===== config.mk =====
export PLATFORM = sky130hd
export DESIGN_NAME = i2c_slave_responder_flat
export DESIGN_NICKNAME = d
export VERILOG_FILES = /design/src/rtl/i2c_slave_responder_if.sv /design/src/rtl/i2c_slave_responder.sv /design/src/flat_wrapper.sv
export SDC_FILE = /design/constraint.sdc
export NUM_CORES = 1
export LEC_CHECK = 0
export CAP_MARGIN = 20
export CORE_MARGIN = 2
export CORE_UTILIZATION = 67
export DETAILED_ROUTE_END_ITERATION = 6
export GPL_ROUTABILITY_DRIVEN = 0
export PLACE_DENSITY = 0.84
export SKIP_LAST_GASP = 1
export SYNTH_ARGS = -nofsm -noshare
export SYNTH_HDL_FRONTEND = slang
export SYNTH_SLANG_ARGS = --single-unit

===== constraint.sdc =====
create_clock -name clk_i -period 4.99 [get_ports clk_i]
set_clock_uncertainty 0.1 [all_clocks]
set_input_delay 1.497 -clock clk_i [delete_from_list [all_inputs] [get_ports clk_i]]
set_output_delay 1.497 -clock clk_i [all_outputs]
set_load 0.02 [all_outputs]

===== src/rtl/i2c_slave_responder_if.sv =====
// i2c_slave_responder_if: I2C pins plus the received-byte strobe bundle.
// Ports: scl_i/sda_i bus inputs, scl_o/sda_o open-drain drives (1 = released),
// rx_valid_o/rx_data_o/rx_ptr_o written-byte report, busy_o transaction flag.
interface i2c_slave_responder_if #(
    parameter int PTR_W = 4
);
    logic             scl_i, sda_i, scl_o, sda_o, rx_valid_o, busy_o;
    logic [7:0]       rx_data_o;
    logic [PTR_W-1:0] rx_ptr_o;
    modport slave  (input  scl_i, sda_i, output scl_o, sda_o, rx_valid_o, rx_data_o, rx_ptr_o, busy_o);
    modport master (output scl_i, sda_i, input  scl_o, sda_o, rx_valid_o, rx_data_o, rx_ptr_o, busy_o);
endinterface


===== src/rtl/i2c_slave_responder.sv =====
// i2c_slave_responder: I2C target with a byte-addressed register file (EEPROM-style).
// Ports: clk_i, rst_n_i (async active-low); bus (slave modport) carries scl/sda in/out,
// the rx_valid_o/rx_data_o/rx_ptr_o strobe for each written byte, and busy_o.
// Macro I2C_SLV_GCALL_EN: also ACK general-call writes (address byte 8'h00).
module i2c_slave_responder #(
    parameter logic [6:0] I2C_ADDR  = 7'h22,
    parameter int         MEM_DEPTH = 16,
    parameter int         PTR_W     = $clog2(MEM_DEPTH)
) (
    input  logic                 clk_i,
    input  logic                 rst_n_i,
    i2c_slave_responder_if.slave bus
);
    typedef enum logic [2:0] {IDLE, ADDR, ADDR_ACK, RX_PTR, RX_DATA, TX_BYTE, TX_ACK, IGNORE} state_t;
    state_t           state_q, state_d;
    logic [1:0]       scl_sync_q, sda_sync_q;
    logic             scl_prev_q, sda_prev_q;
    logic [3:0]       cnt_q, cnt_d;
    logic [7:0]       sh_q, sh_d, rx_data_q, rx_data_d;
    logic [PTR_W-1:0] ptr_q, ptr_d, rx_ptr_q, rx_ptr_d;
    logic             sda_q, sda_d, rw_q, rw_d, gc_q, gc_d, busy_q, busy_d, rx_valid_q, rx_valid_d;
    logic [7:0]       mem_q [MEM_DEPTH];
    logic [7:0]       mem_d [MEM_DEPTH];
    logic             scl, sda, scl_rise, scl_fall, start, stop, match, gcall;
    logic [7:0]       byte_in;

    assign scl      = scl_sync_q[1];
    assign sda      = sda_sync_q[1];
    assign scl_rise = scl & ~scl_prev_q;
    assign scl_fall = ~scl & scl_prev_q;
    assign start    = scl & scl_prev_q & sda_prev_q & ~sda;
    assign stop     = scl & scl_prev_q & ~sda_prev_q & sda;
    assign byte_in  = {sh_q[6:0], sda};
    assign match    = byte_in[7:1] == I2C_ADDR;
`ifdef I2C_SLV_GCALL_EN
    assign gcall    = byte_in == 8'h00;
`else
    assign gcall    = 1'b0;
`endif

    // cnt: 0..8 counts bits of the current byte; 8 = ACK pending, 9 = ACK being driven
    always_comb begin
        state_d    = state_q;
        cnt_d      = cnt_q;
        sh_d       = sh_q;
        ptr_d      = ptr_q;
        sda_d      = sda_q;
        rw_d       = rw_q;
        gc_d       = gc_q;
        busy_d     = busy_q;
        rx_valid_d = 1'b0;
        rx_data_d  = rx_data_q;
        rx_ptr_d   = rx_ptr_q;
        mem_d      = mem_q;
        if (stop) begin
            state_d = IDLE;
            sda_d   = 1'b1;
            busy_d  = 1'b0;
        end else if (start) begin
            state_d = ADDR;
            cnt_d   = 4'd0;
            sda_d   = 1'b1;
            gc_d    = 1'b0;
        end else if (scl_rise && state_q inside {ADDR, RX_PTR, RX_DATA} && cnt_q < 4'd8) begin
            sh_d  = byte_in;
            cnt_d = cnt_q + 4'd1;
            if (cnt_q == 4'd7 && state_q == ADDR) begin
                state_d = (match || gcall) ? ADDR_ACK : IGNORE;
                busy_d  = match || gcall;
                rw_d    = byte_in[0];
                gc_d    = gcall;
            end else if (cnt_q == 4'd7 && state_q == RX_PTR) begin
                ptr_d = byte_in[PTR_W-1:0];
            end else if (cnt_q == 4'd7) begin
                rx_valid_d = 1'b1;
                rx_data_d  = byte_in;
                rx_ptr_d   = gc_q ? '0 : ptr_q;
                if (!gc_q) begin
                    mem_d[ptr_q] = byte_in;
                    ptr_d        = ptr_q + 1'b1;
                end
            end
        end else if (scl_rise && state_q == TX_ACK) begin
            state_d = sda ? IGNORE : TX_BYTE;
            busy_d  = ~sda;
            cnt_d   = 4'd0;
        end else if (scl_fall && state_q inside {ADDR_ACK, RX_PTR, RX_DATA} && cnt_q == 4'd8) begin
            sda_d = 1'b0;
            cnt_d = 4'd9;
        end else if (scl_fall && ((state_q == ADDR_ACK && rw_q && cnt_q == 4'd9) || (state_q == TX_BYTE && cnt_q == 4'd0))) begin
            // load on the fall that ends the previous ACK so the MSB is on the bus immediately
            state_d = TX_BYTE;
            sh_d    = mem_q[ptr_q];
            sda_d   = mem_q[ptr_q][7];
            cnt_d   = 4'd1;
        end else if (scl_fall && state_q inside {ADDR_ACK, RX_PTR, RX_DATA} && cnt_q == 4'd9) begin
            state_d = (state_q == ADDR_ACK && !gc_q) ? RX_PTR : RX_DATA;
            sda_d   = 1'b1;
            cnt_d   = 4'd0;
        end else if (scl_fall && state_q == TX_BYTE && cnt_q < 4'd8) begin
            sh_d  = {sh_q[6:0], sh_q[7]};
            sda_d = sh_q[6];
            cnt_d = cnt_q + 4'd1;
        end else if (scl_fall && state_q == TX_BYTE) begin
            state_d = TX_ACK;
            sda_d   = 1'b1;
            ptr_d   = ptr_q + 1'b1;
        end
    end

    always_ff @(posedge clk_i or negedge rst_n_i) begin
        if (!rst_n_i) begin
            scl_sync_q <= 2'b11;
            sda_sync_q <= 2'b11;
            scl_prev_q <= 1'b1;
            sda_prev_q <= 1'b1;
            state_q    <= IDLE;
            cnt_q      <= 4'd0;
            sh_q       <= 8'h00;
            ptr_q      <= '0;
            sda_q      <= 1'b1;
            rw_q       <= 1'b0;
            gc_q       <= 1'b0;
            busy_q     <= 1'b0;
            rx_valid_q <= 1'b0;
            rx_data_q  <= 8'h00;
            rx_ptr_q   <= '0;
            mem_q      <= '{default: 8'h00};
        end else begin
            scl_sync_q <= {scl_sync_q[0], bus.scl_i};
            sda_sync_q <= {sda_sync_q[0], bus.sda_i};
            scl_prev_q <= scl;
            sda_prev_q <= sda;
            state_q    <= state_d;
            cnt_q      <= cnt_d;
            sh_q       <= sh_d;
            ptr_q      <= ptr_d;
            sda_q      <= sda_d;
            rw_q       <= rw_d;
            gc_q       <= gc_d;
            busy_q     <= busy_d;
            rx_valid_q <= rx_valid_d;
            rx_data_q  <= rx_data_d;
            rx_ptr_q   <= rx_ptr_d;
            mem_q      <= mem_d;
        end
    end

    assign bus.scl_o      = 1'b1;
    assign bus.sda_o      = sda_q;
    assign bus.rx_valid_o = rx_valid_q;
    assign bus.rx_data_o  = rx_data_q;
    assign bus.rx_ptr_o   = rx_ptr_q;
    assign bus.busy_o     = busy_q;
endmodule


===== src/flat_wrapper.sv =====
// flat-port wrapper written by rule: the top's interface ports become plain ports
module i2c_slave_responder_flat 
#(
    parameter logic [6:0] I2C_ADDR  = 7'h22,
    parameter int         MEM_DEPTH = 16,
    parameter int         PTR_W     = $clog2(MEM_DEPTH)
)
  (clk_i, rst_n_i, bus_scl_i, bus_sda_i, bus_scl_o, bus_sda_o, bus_rx_valid_o, bus_rx_data_o, bus_rx_ptr_o, bus_busy_o);
  i2c_slave_responder_if #(.PTR_W(PTR_W)) bus_i ();
  input  logic clk_i;
  input  logic rst_n_i;
  input wire logic [$bits(bus_i.scl_i)-1:0] bus_scl_i;
  input wire logic [$bits(bus_i.sda_i)-1:0] bus_sda_i;
  output wire logic [$bits(bus_i.scl_o)-1:0] bus_scl_o;
  output wire logic [$bits(bus_i.sda_o)-1:0] bus_sda_o;
  output wire logic [$bits(bus_i.rx_valid_o)-1:0] bus_rx_valid_o;
  output wire logic [$bits(bus_i.rx_data_o)-1:0] bus_rx_data_o;
  output wire logic [$bits(bus_i.rx_ptr_o)-1:0] bus_rx_ptr_o;
  output wire logic [$bits(bus_i.busy_o)-1:0] bus_busy_o;
  assign bus_i.scl_i = bus_scl_i;
  assign bus_i.sda_i = bus_sda_i;
  assign bus_scl_o = bus_i.scl_o;
  assign bus_sda_o = bus_i.sda_o;
  assign bus_rx_valid_o = bus_i.rx_valid_o;
  assign bus_rx_data_o = bus_i.rx_data_o;
  assign bus_rx_ptr_o = bus_i.rx_ptr_o;
  assign bus_busy_o = bus_i.busy_o;
  i2c_slave_responder #(.I2C_ADDR(I2C_ADDR), .MEM_DEPTH(MEM_DEPTH), .PTR_W(PTR_W)) u_core (.clk_i(clk_i), .rst_n_i(rst_n_i), .bus(bus_i));
endmodule

# [Yosys cells after proc, flatten, opt, wreduce, memory -nomap -nowiden]
# Index checks and enable logic that the tools add are counted.
[totals] reg_bits=170 input_bits=4 output_inout_bits=16 word_cells=185
[classes] n_addsub=2 magnitude_cmp=3 n_eq_ne=26 muxes=67 n_bitwise=17 n_reduce_logical=39
[op_table] cell="$bwmux W128" count=1
[op_table] cell="$mux W4" count=19
[op_table] cell="$mux W8" count=9
[op_table] cell="$mux W3" count=12
[op_table] cell="$bmux W8 S4" count=1
[op_table] cell="$demux W8 S4" count=1
[op_table] cell="$mux W1" count=23
[op_table] cell="$reduce_bool A7 Y1" count=3
[op_table] cell="$logic_and A1 B1 Y1" count=16
[op_table] cell="$reduce_and A6 Y1" count=2
[op_table] cell="$reduce_bool A3 Y1" count=4
[op_table] cell="$reduce_and A11 Y1" count=1
[op_table] cell="$ne A2 B1 Y1 const B" count=5
[op_table] cell="$eq A3 B3 Y1 const B" count=3
[op_table] cell="$ne A3 B1 Y1 const B" count=3
[op_table] cell="$not A1 Y1" count=9
[op_table] cell="$reduce_and A3 Y1" count=3
[op_table] cell="$add A4 B1 Y4 const B" count=2
[op_table] cell="$eq A4 B4 Y1 const B" count=2
[op_table] cell="$reduce_and A4 Y1" count=2
[op_table] cell="$and A1 B1 Y1" count=7
[op_table] cell="$eq A7 B6 Y1 const B" count=1
[op_table] cell="$ne A7 B1 Y1 const B" count=1
[op_table] cell="$reduce_and A7 Y1" count=1
[op_table] cell="other kinds (18)" count=23

# [Depth between registers and ports, before layout]
[depth] word_depth=12 ltp_mapped=9 depth_no_buf=7

# [Least setup slack after synthesis]
# No wires, ideal clock.
[synth_timing] path_kind="register to register" startpoint="register u_core.ptr_q[0]" endpoint="register u_core.sh_q[1]" setup_time_ns=0.125 arrival_time_ns=2.415 t_required_ns=4.765 setup_slack_ns=2.350 stages_incl_launch_ff=7 n_path_buf=2 synth_period_minus_slack_ns=2.640 cell_sequence="dfrtp_1 -> buf_2 -> buf_2 -> mux4_2 -> mux4_2 -> mux2_2 -> mux2_2"
[synth_via] elab_chain_len=8
[synth_rtl] element="start, declared" line_no="i2c_slave_responder.sv:20" rtl="logic [PTR_W-1:0] ptr_q, ptr_d, rx_ptr_q, rx_ptr_d;"
[synth_rtl] element="start signal, assigned" line_no="i2c_slave_responder.sv:137" rtl="ptr_q <= ptr_d;"
[synth_rtl] element="$not A4 Y5 (not written as such)" line_no="i2c_slave_responder.sv:93" rtl="sh_d = mem_q[ptr_q];"
[synth_rtl] element="$bmux W8 S4" line_no="i2c_slave_responder.sv:93"
[synth_rtl] element="$mux W8 (not written as such) (2 in a row)" line_no="i2c_slave_responder.sv:93"
[synth_rtl] element="$mux W8" line_no="i2c_slave_responder.sv:90" rtl="end else if (scl_fall && ((state_q == ADDR_ACK && rw_q && cnt_q == 4'd9) || (state_q == TX_BYTE && cnt_q == 4' ..."
[synth_rtl] element="$mux W8" line_no="i2c_slave_responder.sv:87" rtl="end else if (scl_fall && state_q inside {ADDR_ACK, RX_PTR, RX_DATA} && cnt_q == 4'd8) begin"
[synth_rtl] element="$mux W8" line_no="i2c_slave_responder.sv:83" rtl="end else if (scl_rise && state_q == TX_ACK) begin"
[synth_rtl] element="$mux W8" line_no="i2c_slave_responder.sv:64" rtl="end else if (scl_rise && state_q inside {ADDR, RX_PTR, RX_DATA} && cnt_q < 4'd8) begin"
[synth_rtl] element="end signal, assigned" line_no="i2c_slave_responder.sv:119" rtl="sh_q <= 8'h00;"
[synth_rtl] element="end signal, assigned" line_no="i2c_slave_responder.sv:136" rtl="sh_q <= sh_d;"
[synth_rtl] element="end, declared" line_no="i2c_slave_responder.sv:19" rtl="logic [7:0] sh_q, sh_d, rx_data_q, rx_data_d;"
# Every way passes these cells. The select of a mux whose other input is x is not followed.
# A chain may end at the register's enable or synchronous reset.

# [Final worst setup path]
[layout_timing] startpoint="register u_core.state_q[2]" endpoint="register u_core.mem_q[3] in the netlist's numbering"
[layout_via] elab_chain_len=5 elab_cells_between_ends=11 classes_between="eq/ne (3); bitwise (2); reduce/logical (6)"
[layout_rtl] element="start, declared" line_no="i2c_slave_responder.sv:15" rtl="state_t state_q, state_d;"
[layout_rtl] element="start signal, assigned" line_no="i2c_slave_responder.sv:134" rtl="state_q <= state_d;"
[layout_rtl] element="$eq A3 B1 Y1, or another cell as far along" line_no="i2c_slave_responder.sv:64, i2c_slave_responder.sv:67"
[layout_rtl] element="$reduce_bool A3 Y1" line_no="i2c_slave_responder.sv:64"
[layout_rtl] element="$logic_and A1 B1 Y1 (2 in a row)" line_no="i2c_slave_responder.sv:64"
[layout_rtl] element="$reduce_and A7 Y1 (no source line) *"
[layout_rtl] element="end signal, assigned" line_no="i2c_slave_responder.sv:145" rtl="mem_q <= mem_d;"
[layout_rtl] element="end, declared" line_no="i2c_slave_responder.sv:22" rtl="logic [7:0] mem_q [MEM_DEPTH];"
# Mark *: on every way between the ends. The rest lies on a longest branch, timed or not.

==> flow_metrics.py <==
metrics = {
    "synth": {
        "synth_common_cells": "162 x dfrtp_1, 122 x mux2_2, 38 x mux4_2",
        "synthFlopType": "dfrtp_1",
        "synth.area.top_cells": "dfrtp_1 50%, mux2_2 17%, mux4_2 11%, mux2_1 4.9%, dfstp_2 2.3%",
        "synth_cell_type_count": 58,
        "async_flop_share": 1.00,
        "synth_largest_area_cell": "dfrtp_1",
        "synth_top_area_share": 0.500,
        "ys_seq_elements": 169,
        "synthCells": 559,
        "yosysMostFrequentCell": "dfrtp_1",
        "post_synth.cell_area_avg_um2": 14.5,
        "yosys_warnings": 0,
        "yosysSeqAreaShare": 0.523,
        "synth_edf_count": 0,
        "netlist_area_um2": 8100,
        "syn-num-nets": 570,
    },
    "clock_tree": {
        "cts.htree.levels": 4,
        "post_cts_buffers": 0,
        "hold_buffers": 0,
        "clk_pin_slew_ns": 0.06,
        "cts_resized": 0,
        "cts-root-buf": "clkbuf_16",
        "tritoncts": "yes",
        "worst_skew_pair.late_latency_ns": 0.43,
        "numCtsBuffers": 17,
        "clock_sinks": 169,
        "clockBufferDepth": 2,
    },
    "floorplan": {
        "core_um2": 11900,
        "io_pins": 20,
        "rows": 40,
        "fp.dieW_um": 114,
        "initial_utilization": 0.680,
        "die-height_um": 114,
        "die-area_um2": 13000,
    },
    "critical_path": {
        "required_ns": 5.20,
        "critical_path_class": "register to register",
        "crit_fanout": 17,
        "crit_start": "u_core.state_q[2]$_DFFE_PN0P_",
        "crit_path_end_kind": "register",
        "rr_startpoint": "u_core.state_q[2]$_DFFE_PN0P_",
        "arrival_ns": 3.50,
        "start_kind": "register",
    },
    "grt": {
        "grt_util_met1": 0.399,
        "grt_pass1_vias": 5103,
        "grt_remaining_overflow": 0,
        "grt_pass1_wl_um": 28600,
        "antenna_found_initial": 0,
        "grtUsageTotal": 0.297,
        "met2_usage": 0.473,
        "met3_usage": 0.0776,
        "grt_max_degree": 97,
        "top_usage_layer": "met2",
    },
    "min_path": {
        "min_path_type": "register to register",
        "worstHoldStart": "u_core.sda_sync_q[0]$_DFF_PN1_",
    },
    "power_and_ir_drop": {
        "power_density_nw_per_um2": 403,
        "vdd_drop_max_v": 0.000241,
        "p_total_w": 0.00359,
        "p_leak_nw": 4.20,
    },
    "route": {
        "via_per_inst": 6.71,
        "vias": 4818,
        "avgRoutedWirePerCell_um": 24.4,
        "postRouteAntennaNets": 0,
        "first_iter_violations": 479,
        "drt-total-wl_um": 17500,
        "first_pass_iters": 5,
        "drc": 0,
    },
    "sta": {
        "fmax_mhz": 304,
        "hold_viol": 0,
        "fin_crit_ns": 3.29,
        "rsz0062_at_grt": "no",
        "worst_pin_slew_ns": 1.02,
        "finalMaxSlewViolations": 0,
        "relSlewSlack": 0.320,
        "post-route-period-util": 0.660,
        "fin_tns_setup_ns": 0,
        "setup_viol": 0,
    },
    "placement": {
        "io_buffers": 18,
        "hpwl_um": 11100,
        "dp_cells": 686,
    },
    "run": {
        "max_cap_violations": 0,
    },
    "run_status": {
        "status": "finished clean",
    },
    "layout": {
        "final_layout_size_suffix_gt1_frac": 0.401,
        "final_cells": 718,
        "syn2layout_area_growth_pct": 9.99,
        "diodes": 0,
        "layout.nets": 569,
        "nFillCells": 727,
    },
}
==> cells in the final DEF (no fill, tap or decap), drive strengths merged, types with 2 or more instances in the layout <==
cell type      count
dfrtp            162
mux2             157
mux4              38
nand2             23
clkbuf            22
clkdlybuf4s50     17
nor2              12
inv               10
nor3               7
a21oi              7
a22oi              7
ha                 7
dfstp              7
o21ai              7
and2               6
buf                6
nand2b             5
nor2b              5
a211oi             5
or4                4
clkinvlp           4
nand3              4
or3b               3
nand3b             3
mux2i              3
clkinv             3
nor4b              2
nand4b             2
a21o               2
o2bb2ai            2
and3               2
nor3b              2
or3                2
o211ai             2
o32a               2
bufinv             2
==> power breakdown <==
group          internal, W  switching, W
combinational     0.000286      0.000294
clock             0.000777      0.000538
sequential         0.00145      0.000248
total              0.00251       0.00108
==> stage by stage <==
step                      hold slack [ns]  setup WS [ns]  cell area (µm²)   util
after floorplan                     0.245           2.35             8100      -
final                               0.260           1.70             8910  0.748
after global placement              0.245           1.84             8320  0.699
after CTS                           0.265           1.71             8910  0.748
after global routing                0.269           1.55             8910  0.748
after detailed placement            0.255           1.75             8320  0.699
==> layer usage <==
layer / up-vias / wire (µm)
met1: 2544 / 7260
met4: 0 / 414
met5: - / 0
li1: 2057 / -
met2: 181 / 8830
met3: 36 / 1020
==> logic make-up after synthesis <==
group | after synthesis | synth area share
xor gates and xnor gates | 2 | 0.00216
and+or+nand+nor | 86 | 0.0673
AOI/OAI and AO/OA | 44 | 0.0417
other | 1 | 0.000463
buffers and inverters | 52 | 0.0272
muxes | 198 | 0.327
DFF | 169 | 0.523
adders and majority gates | 7 | 0.0108
==> cell type report <==
type | instances | area [µm²] | share of cell area
multi-input cells | 338 | 3650 | 0.409
clock inverters | 10 | 118 | 0.0132
flip-flops and latches | 169 | 4240 | 0.476
inverters | 9 | 33.8 | 0.00379
clock buffers | 22 | 474 | 0.0532
repair buffers | 23 | 219 | 0.0246
well taps | 147 | 184 | 0.0206
==> sequential cells by signal (all words and copies together), names as in the netlist, 2 cells and up <==
name	count
u_core.bus.rx_data_o	8
u_core.sh_q	8
u_core.mem_q	128
u_core.bus.rx_ptr_o	4
u_core.sda_sync_q	2
u_core.cnt_q	4
u_core.ptr_q	4
u_core.state_q	3
u_core.scl_sync_q	2
==> final timing paths <==
| path | end | slack (ns) | cells after the start |
|---|---|---|---|
| max | u_core.mem_q[3]$_DFFE_PN0P_ | 1.70 | 5 |
| min reg2reg | u_core.sda_sync_q[1]$_DFF_PN1_ | 0.26 | 0 |
| min | u_core.sda_sync_q[1]$_DFF_PN1_ | 0.26 | 0 |
| max reg2reg | u_core.mem_q[3]$_DFFE_PN0P_ | 1.70 | 5 |
| max in group asynchronous | u_core.ptr_q[2]$_DFFE_PN0P_ | 2.78 | 2 |
| min in group asynchronous | u_core.cnt_q[2]$_DFFE_PN0P_ | 1.05 | 1 |
==> critical path, cell delays in order, from the launching register on <==
cell and delay [ns]:
dfrtp_1 0.49, or3b_1 0.56, nor4b_4 0.96, and2_1 0.43, nand2_2 0.25, mux2_1 0.38
Power figures use the tool's default switching activity.
